## config.mk

```make
export PLATFORM = sky130hd
export DESIGN_NAME = seq_detector_param
export DESIGN_NICKNAME = d
export VERILOG_FILES = /design/src/rtl/seq_detector_param.sv
export SDC_FILE = /design/constraint.sdc
export NUM_CORES = 1
export LEC_CHECK = 0
export CAP_MARGIN = 15
export CORE_MARGIN = 2
export CORE_UTILIZATION = 38
export DETAILED_ROUTE_END_ITERATION = 7
export GPL_TIMING_DRIVEN = 1
export HOLD_SLACK_MARGIN = 0.1
export PLACE_DENSITY_LB_ADDON = 0.1
export SETUP_SLACK_MARGIN = 0.4
export SYNTH_ARGS = -nofsm -noshare
export SYNTH_HDL_FRONTEND = slang
export SYNTH_SLANG_ARGS = --single-unit
```

## constraint.sdc

```tcl
create_clock -name clk -period 1.65 [get_ports clk]
set_clock_uncertainty 0.1 [all_clocks]
set_input_delay 0.33 -clock clk [delete_from_list [all_inputs] [get_ports clk]]
set_output_delay 0.33 -clock clk [all_outputs]
set_load 0.1 [all_outputs]
```

## src/rtl/seq_detector_param.sv

```systemverilog
// Parametrised serial sequence detector: KMP-style progress FSM built from PATTERN at
// elaboration, selectable overlap and Mealy/Moore output, saturating match counter.
module seq_detector_param #(
    parameter int             N       = 4,
    parameter logic [N-1:0]   PATTERN = 4'b1011,
    parameter bit             OVERLAP = 1'b1,
    parameter bit             MOORE   = 1'b0,
    parameter int             CW      = 8,
    localparam int            SW      = $clog2(N + 1)
) (
    input  logic          clk,
    input  logic          reset,
    input  logic          en,
    input  logic          A,
    input  logic          clear_count,
    output logic          Y,
    output logic [CW-1:0] match_count,
    output logic [SW-1:0] state
);

    // Length of the longest suffix of (prefix(k), b) that is also a prefix of PATTERN.
    function automatic int kmp_next(input int k, input int b);
        int   res;
        int   p;
        logic ok;
        logic sb;
        res = 0;
        for (int j = 1; j <= k + 1; j++) begin
            ok = 1'b1;
            for (int i = 0; i < j; i++) begin
                p  = k + 1 - j + i;
                sb = (p < k) ? 1'(PATTERN >> (N - 1 - p)) : 1'(b);
                if (sb != 1'(PATTERN >> (N - 1 - i))) ok = 1'b0;
            end
            if (ok) res = j;
        end
        return res;
    endfunction

    function automatic int border_len();
        int   res;
        logic ok;
        res = 0;
        for (int j = 1; j < N; j++) begin
            ok = 1'b1;
            for (int i = 0; i < j; i++) begin
                if (1'(PATTERN >> (N - 1 - i)) != 1'(PATTERN >> (j - 1 - i))) ok = 1'b0;
            end
            if (ok) res = j;
        end
        return res;
    endfunction

    localparam logic [SW-1:0] ST_B    = SW'(border_len());
    localparam logic [SW-1:0] ST_LAST = SW'(N - 1);
    localparam logic [SW-1:0] ST_N    = SW'(N);
    localparam logic [CW-1:0] CNT_MAX = '1;

    logic [SW-1:0] tab0 [2**SW];
    logic [SW-1:0] tab1 [2**SW];

    for (genvar g = 0; g < 2**SW; g++) begin : g_tab
        if (g < N) begin : g_valid
            localparam int T0 = kmp_next(g, 0);
            localparam int T1 = kmp_next(g, 1);
            assign tab0[g] = SW'(T0);
            assign tab1[g] = SW'(T1);
        end else begin : g_pad
            assign tab0[g] = '0;
            assign tab1[g] = '0;
        end
    end

    logic [SW-1:0] state_next;
    logic [SW-1:0] base;
    logic          match_ev;
    logic          illegal;

    assign illegal = MOORE ? (state > ST_N) : (state > ST_LAST);

    always_comb begin
        state_next = state;
        match_ev   = 1'b0;
        base       = state;
        // Leaving the Moore match state behaves like leaving the restart point.
        if (MOORE && state == ST_N) base = OVERLAP ? ST_B : '0;
        if (illegal) begin
            state_next = '0;
        end else if (en) begin
            match_ev = (base == ST_LAST) && (A == PATTERN[0]);
            if (match_ev) begin
                if (MOORE) state_next = ST_N;
                else       state_next = OVERLAP ? ST_B : '0;
            end else begin
                state_next = A ? tab1[base] : tab0[base];
            end
        end
    end

    always_ff @(posedge clk or negedge reset) begin
        if (!reset) state <= '0;
        else        state <= state_next;
    end

    always_ff @(posedge clk or negedge reset) begin
        if (!reset)                                match_count <= '0;
        else if (clear_count)                      match_count <= '0;
        else if (match_ev && match_count != CNT_MAX) match_count <= match_count + CW'(1);
    end

    assign Y = MOORE ? (state == ST_N) : (match_ev & reset);

endmodule

```

# Word level (Yosys, flattened, before mapping)
# Memory sizes are Yosys's and may differ from the RTL's.
# Index checks and enable logic that the tools add are counted.
# totals
reg_bits	11
rom_bits	48
input_bits	5
out_inout_bits	12
memories	2
# op_classes
n_addsub	1
order_cmp	2
n_eq_ne	2
mux	12
n_bitwise	2
n_reduce_logical	4
# memory_table
name	depth	word_bits	rd	rd_ports_with_merged_regs	wr	line	source
(no name shown)	8	3	1	0	0	95	state_next = A ? tab1[base] : tab0[base];
(no name shown)	8	3	1	0	0	95	
# op_table
operator	n
3-bit two-way mux	8
8-bit two-way mux	2
8-bit by 1-bit adder with 8-bit output, second input constant	1
8-bit != test, second input constant	1
4-bit >= comparator, second input constant	1
3-bit inverter with 4-bit output	1
2-bit nonzero test	2
3-bit by 2-bit == test with 1-bit output, second input constant	1
3-bit by 2-bit > comparator with 1-bit output, second input constant	1
1-bit logical AND	2
1-bit two-way mux	2
1-bit bitwise AND	1

# Longest topological paths before layout
# logic_depth
depth_word	8
mapped_depth	5

# Worst setup path before layout
# OpenSTA, ideal clock, no wires.
# synth_timing
path_kind	register to output
from	reg state[0]
to	out Y
arrival_time_ns	2.572
required_time_ns	1.220
path_slack_ns	-1.352
stages_incl_launch_ff	3
n_path_buf	0
path_cell_list	dfrtp_1 > nand4_1 > nor2_1
# synth_via
elab_chain_cells	5
# synth_rtl
item	line	source
start: declaration	18	output logic [SW-1:0] state
start signal: assignment	102	else state <= state_next;
3-bit by 2-bit == test with 1-bit output	90	match_ev = (base == ST_LAST) && (A == PATTERN[0]);
1-bit logical AND	90	
1-bit two-way mux	89	end else if (en) begin
1-bit two-way mux *	87	if (illegal) begin
1-bit bitwise AND *	111	assign Y = MOORE ? (state == ST_N) : (match_ev & reset);
end: declaration	16	output logic Y,
# Every way passes the cells marked *; elsewhere a longest branch is shown, timed or not.

# Final worst setup path
# layout_timing
from	reg match_count[5]
to	reg match_count[5]
# layout_via
elab_chain_cells	3
# layout_rtl
item	line	source
start: declaration	17	output logic [CW-1:0] match_count,
start signal: assignment	108	else if (match_ev && match_count != CNT_MAX) match_count <= match_count + CW'(1);
8-bit by 1-bit adder with 8-bit output or 8-bit != test (tied branches)	108	
8-bit two-way mux or 1-bit logical AND (tied branches)	108	
8-bit two-way mux or 2-bit nonzero test (tied branches)	--	
# Parallel ways exist; a longest one is shown, timed or not. The select of a mux whose other input is x is not followed.
# A chain may end at the register's enable or synchronous reset.

==> impl_metrics.xml <==
<?xml version="1.0" encoding="UTF-8"?>
<metrics>
  <group name="critical_path">
    <metric name="crit_arrival" unit="ps">1910</metric>
    <metric name="cpMaxStageDelayCell" unit="">sky130_fd_sc_hd__dfrtp_4</metric>
    <metric name="criticalPathCategory" unit="">flop to flop</metric>
    <metric name="crit_path_max_incr_delay" unit="ps">490</metric>
    <metric name="worst-path-buf-inv" unit="">1</metric>
    <metric name="setup.worst_path.start_class" unit="">flop</metric>
    <metric name="worst-endpoint-required" unit="ps">1710</metric>
    <metric name="path_depth" unit="">5</metric>
    <metric name="setup.worst_path.end_class" unit="">flop</metric>
    <metric name="path_cells" unit="">and4_4, a41o_4, buf_4, o31ai_1, a21oi_2</metric>
    <metric name="maximum_fanout_along_the_worst_path" unit="">5</metric>
    <metric name="reg2reg_depth" unit="">5</metric>
    <metric name="worst_path_dominant_cell_family" unit="">compound AO/OA/AOI/OAI gates</metric>
  </group>
  <group name="layout">
    <metric name="finalNetCount" unit="">112</metric>
    <metric name="fin_cells" unit="">119</metric>
    <metric name="multi_input_comb_area" unit="sq um">322</metric>
    <metric name="fillCellCount" unit="">40</metric>
    <metric name="antenna_cells_inserted" unit="">0</metric>
    <metric name="flow.area_growth_from_synthesis" unit="%">132</metric>
    <metric name="flip_flop_and_latch_area" unit="sq um">283</metric>
    <metric name="drive_gt1_frac" unit="">0.692</metric>
    <metric name="post-route-util" unit="">0.942</metric>
  </group>
  <group name="floorplan">
    <metric name="coreArea" unit="sq mm">0.00130</metric>
    <metric name="die_h" unit="microns">41.3</metric>
    <metric name="horiz_die_dim" unit="microns">41.3</metric>
    <metric name="floorplan.io_pins" unit="">17</metric>
    <metric name="initial_utilization" unit="">0.406</metric>
    <metric name="fp-row-count" unit="">13</metric>
    <metric name="die_area" unit="sq mm">0.00170</metric>
  </group>
  <group name="detailed_routing">
    <metric name="postRouteAntennaNets" unit="">0</metric>
    <metric name="post_drt_wl_per_cell" unit="microns">22.6</metric>
    <metric name="detail_route.vias_per_cell" unit="">6.11</metric>
    <metric name="via_count" unit="">727</metric>
    <metric name="drc_errors" unit="">0</metric>
    <metric name="detailedRoute.firstIterationViolations" unit="">43</metric>
    <metric name="routed_wl" unit="mm">2.69</metric>
    <metric name="drtPass1Iterations" unit="">4</metric>
  </group>
  <group name="logic_synthesis">
    <metric name="post_synth_instance_area" unit="sq um">528</metric>
    <metric name="synthesis.area_per_instance" unit="sq um">9.43</metric>
    <metric name="synthCells" unit="">56</metric>
    <metric name="yosysSeqAreaShare" unit="">0.474</metric>
    <metric name="synth_cell_types" unit="">24</metric>
    <metric name="synth-seq-cells" unit="">10</metric>
    <metric name="post_synth_main_area_contributors" unit="">sky130_fd_sc_hd__dfrtp_1 (47%), sky130_fd_sc_hd__a21oi_1 (4.7%), sky130_fd_sc_hd__o31ai_1 (4.3%)</metric>
    <metric name="ys_warn_count" unit="">0</metric>
    <metric name="synth_top_cell_by_area" unit="">sky130_fd_sc_hd__dfrtp_1</metric>
    <metric name="net_count_synth" unit="">62</metric>
    <metric name="post-synth-top-area-fraction" unit="">0.474</metric>
  </group>
  <group name="sta">
    <metric name="layout_worst_path_cycle_share" unit="">1.12</metric>
    <metric name="timing.hold.ws" unit="ps">286</metric>
    <metric name="final-max-slew-violation-count" unit="">0</metric>
    <metric name="final_critical_path_setup_slack" unit="ps">-200</metric>
    <metric name="achievable-frequency" unit="MHz">541</metric>
    <metric name="setup_repair_after_global_routing_missed_its_margin" unit="">true</metric>
    <metric name="timing_hold_violations_final" unit="">0</metric>
    <metric name="setup_viol_count_final" unit="">8</metric>
    <metric name="min_period" unit="ps">1850</metric>
  </group>
  <group name="placement">
    <metric name="place.detailed.instances" unit="">98</metric>
    <metric name="port_buffers" unit="">15</metric>
    <metric name="gp_congestion" unit="">0.778</metric>
    <metric name="hpwl" unit="mm">1.08</metric>
    <metric name="dp_worst_setup_slack" unit="ps">-415</metric>
  </group>
  <group name="clock_tree">
    <metric name="cts_hold_buf" unit="">0</metric>
    <metric name="clock_latency_reported_for_the_late_side_of_the_worst_skew_pair" unit="ps">290</metric>
    <metric name="cts_tree" unit="">done</metric>
    <metric name="clk_path_buf_depth" unit="">2</metric>
    <metric name="path_clk_slew" unit="ps">70</metric>
    <metric name="h-tree-depth" unit="">1</metric>
    <metric name="cts_buffers" unit="">3</metric>
    <metric name="cts.sinks" unit="">10</metric>
    <metric name="clockRootBuffer" unit="">sky130_fd_sc_hd__clkbuf_4</metric>
  </group>
  <group name="power">
    <metric name="p_per_area" unit="mW/mm^2">518</metric>
    <metric name="power.leakage" unit="nW">0.513</metric>
    <metric name="max-vdd-ir-drop" unit="V">0.000486</metric>
  </group>
  <group name="grt">
    <metric name="grt_overflow_total" unit="">0</metric>
    <metric name="grt_max_degree" unit="">11</metric>
    <metric name="first_global_vias" unit="">646</metric>
    <metric name="grt_pass1_wl" unit="mm">3.04</metric>
    <metric name="antenna_found_initial" unit="">0</metric>
    <metric name="grt.total_usage" unit="">0.295</metric>
  </group>
  <group name="hold_path">
    <metric name="worst_hold_path_type" unit="">primary input to async pin</metric>
  </group>
  <group name="status">
    <metric name="status" unit="">finished with violations</metric>
    <metric name="failing_checks" unit="">negative setup slack</metric>
  </group>
  <group name="job">
    <metric name="max-cap-violations" unit="">0</metric>
  </group>
</metrics>
==> cell families (layout without fill, tap and decap cells) <==
group           count (synthesis)  after routing  synth area share
simple gates                   20             20             0.201
compound gates                 15             15             0.173
flops                          10             10             0.474
buf+inv                         6             54            0.0640
mux                             2              2            0.0403
fa+ha+maj                       1              1            0.0237
other cells                     1              1           0.00710
xor+xnor                        1              1            0.0166
==> per-layer routing <==
metal | global-route usage | vias to the layer above | wire length (microns)
met4 | 0.161 | 0 | 119
li1 | - | 299 | -
met1 | 0.344 | 350 | 1040
met2 | 0.457 | 58 | 1320
met3 | 0.120 | 20 | 217
met5 | 0 | - | 0
==> worst reg2reg max path: cells and delay by family (launching register included) <==
kind	cells	cell delay [ps]
AO/OA/AOI/OAI	3	800
buffers and inverters	1	140
flip-flops	1	490
AND/OR/NAND/NOR	1	210
==> power breakdown <==
group / switching [mW] / internal, mW / leakage, nW
combinational: 0.112 / 0.0821 / 0.381
sequential: 0.00594 / 0.256 / 0.118
clock: 0.0946 / 0.0848 / 0.0138
==> placed cells by master (no fill, tap or decap), types with 2 or more instances in the layout <==
master | synthesis | layout
sky130_fd_sc_hd__buf_12 | 0 | 11
sky130_fd_sc_hd__dlygate4sd2_1 | 0 | 2
sky130_fd_sc_hd__buf_4 | 1 | 16
sky130_fd_sc_hd__buf_6 | 1 | 17
sky130_fd_sc_hd__nand3_1 | 3 | 2
sky130_fd_sc_hd__o31ai_1 | 3 | 2
sky130_fd_sc_hd__clkdlybuf4s50_1 | 0 | 2
sky130_fd_sc_hd__nor2_1 | 4 | 2
sky130_fd_sc_hd__dfrtp_4 | 0 | 8
sky130_fd_sc_hd__a21oi_1 | 5 | 2
sky130_fd_sc_hd__clkbuf_4 | 0 | 3
sky130_fd_sc_hd__or4_4 | 0 | 2
sky130_fd_sc_hd__a21oi_2 | 0 | 3
sky130_fd_sc_hd__nand4_1 | 2 | 2
sky130_fd_sc_hd__o21ai_1 | 0 | 2
sky130_fd_sc_hd__nor2_4 | 0 | 2
sky130_fd_sc_hd__dfrtp_2 | 0 | 2
sky130_fd_sc_hd__nand2_1 | 5 | 5
sky130_fd_sc_hd__inv_1 | 3 | 3
==> registers in the layout (all words and copies together) (netlist names) <==
signal and flops:
state 2, match_count 8
==> final cells by class <==
| class | instances | area share |
|---|---|---|
| tap | 15 | 0.0153 |
| sequential | 10 | 0.231 |
| inverter | 3 | 0.00918 |
| clock buffer | 3 | 0.0184 |
| timing repair buffer | 48 | 0.464 |
| multi-input combinational | 40 | 0.262 |
==> through the flow <==
step | power [mW] | TNS, ps | area (sq um)
finish | 0.635 | -965 | 1230
global route | 0.655 | -1110 | 1230
CTS | 0.603 | -367 | 1110
detailed placement | 0.419 | -2220 | 950
global placement | 0.417 | -1850 | 950
floorplan | 0.349 | -1480 | 581
==> worst paths after layout <==
check / startpoint / end / slack (ps)
max: match_count[5] / match_count[5] / -200
min: reset / match_count[5] / 290
max reg2reg: match_count[5] / match_count[5] / -200
min reg2reg: match_count[7] / match_count[7] / 590
max in group asynchronous: reset / match_count[0] / 990
min in group clk: A / state[1] / 440
==> synthesized netlist by cell type, drive strengths merged <==
cell    instances
nand4           2
nor2            4
ha              1
conb            1
buf             3
nand3           3
mux2i           1
dfrtp          10
or4             3
o21bai          1
nand2           5
xor2            1
inv             3
o21ai           4
and4            1
a31oi           1
or3             2
a41o            1
a21oi           5
o31ai           3
mux2            1
==> what timing repair did <==
action / in CTS / in global routing
buffers inserted: 10 / 8
pin swaps: 6 / 6
setup endpoints to repair: 19 / 20
gates resized for setup: 21 / 14
Note: power is estimated with default switching activity, not from simulation.
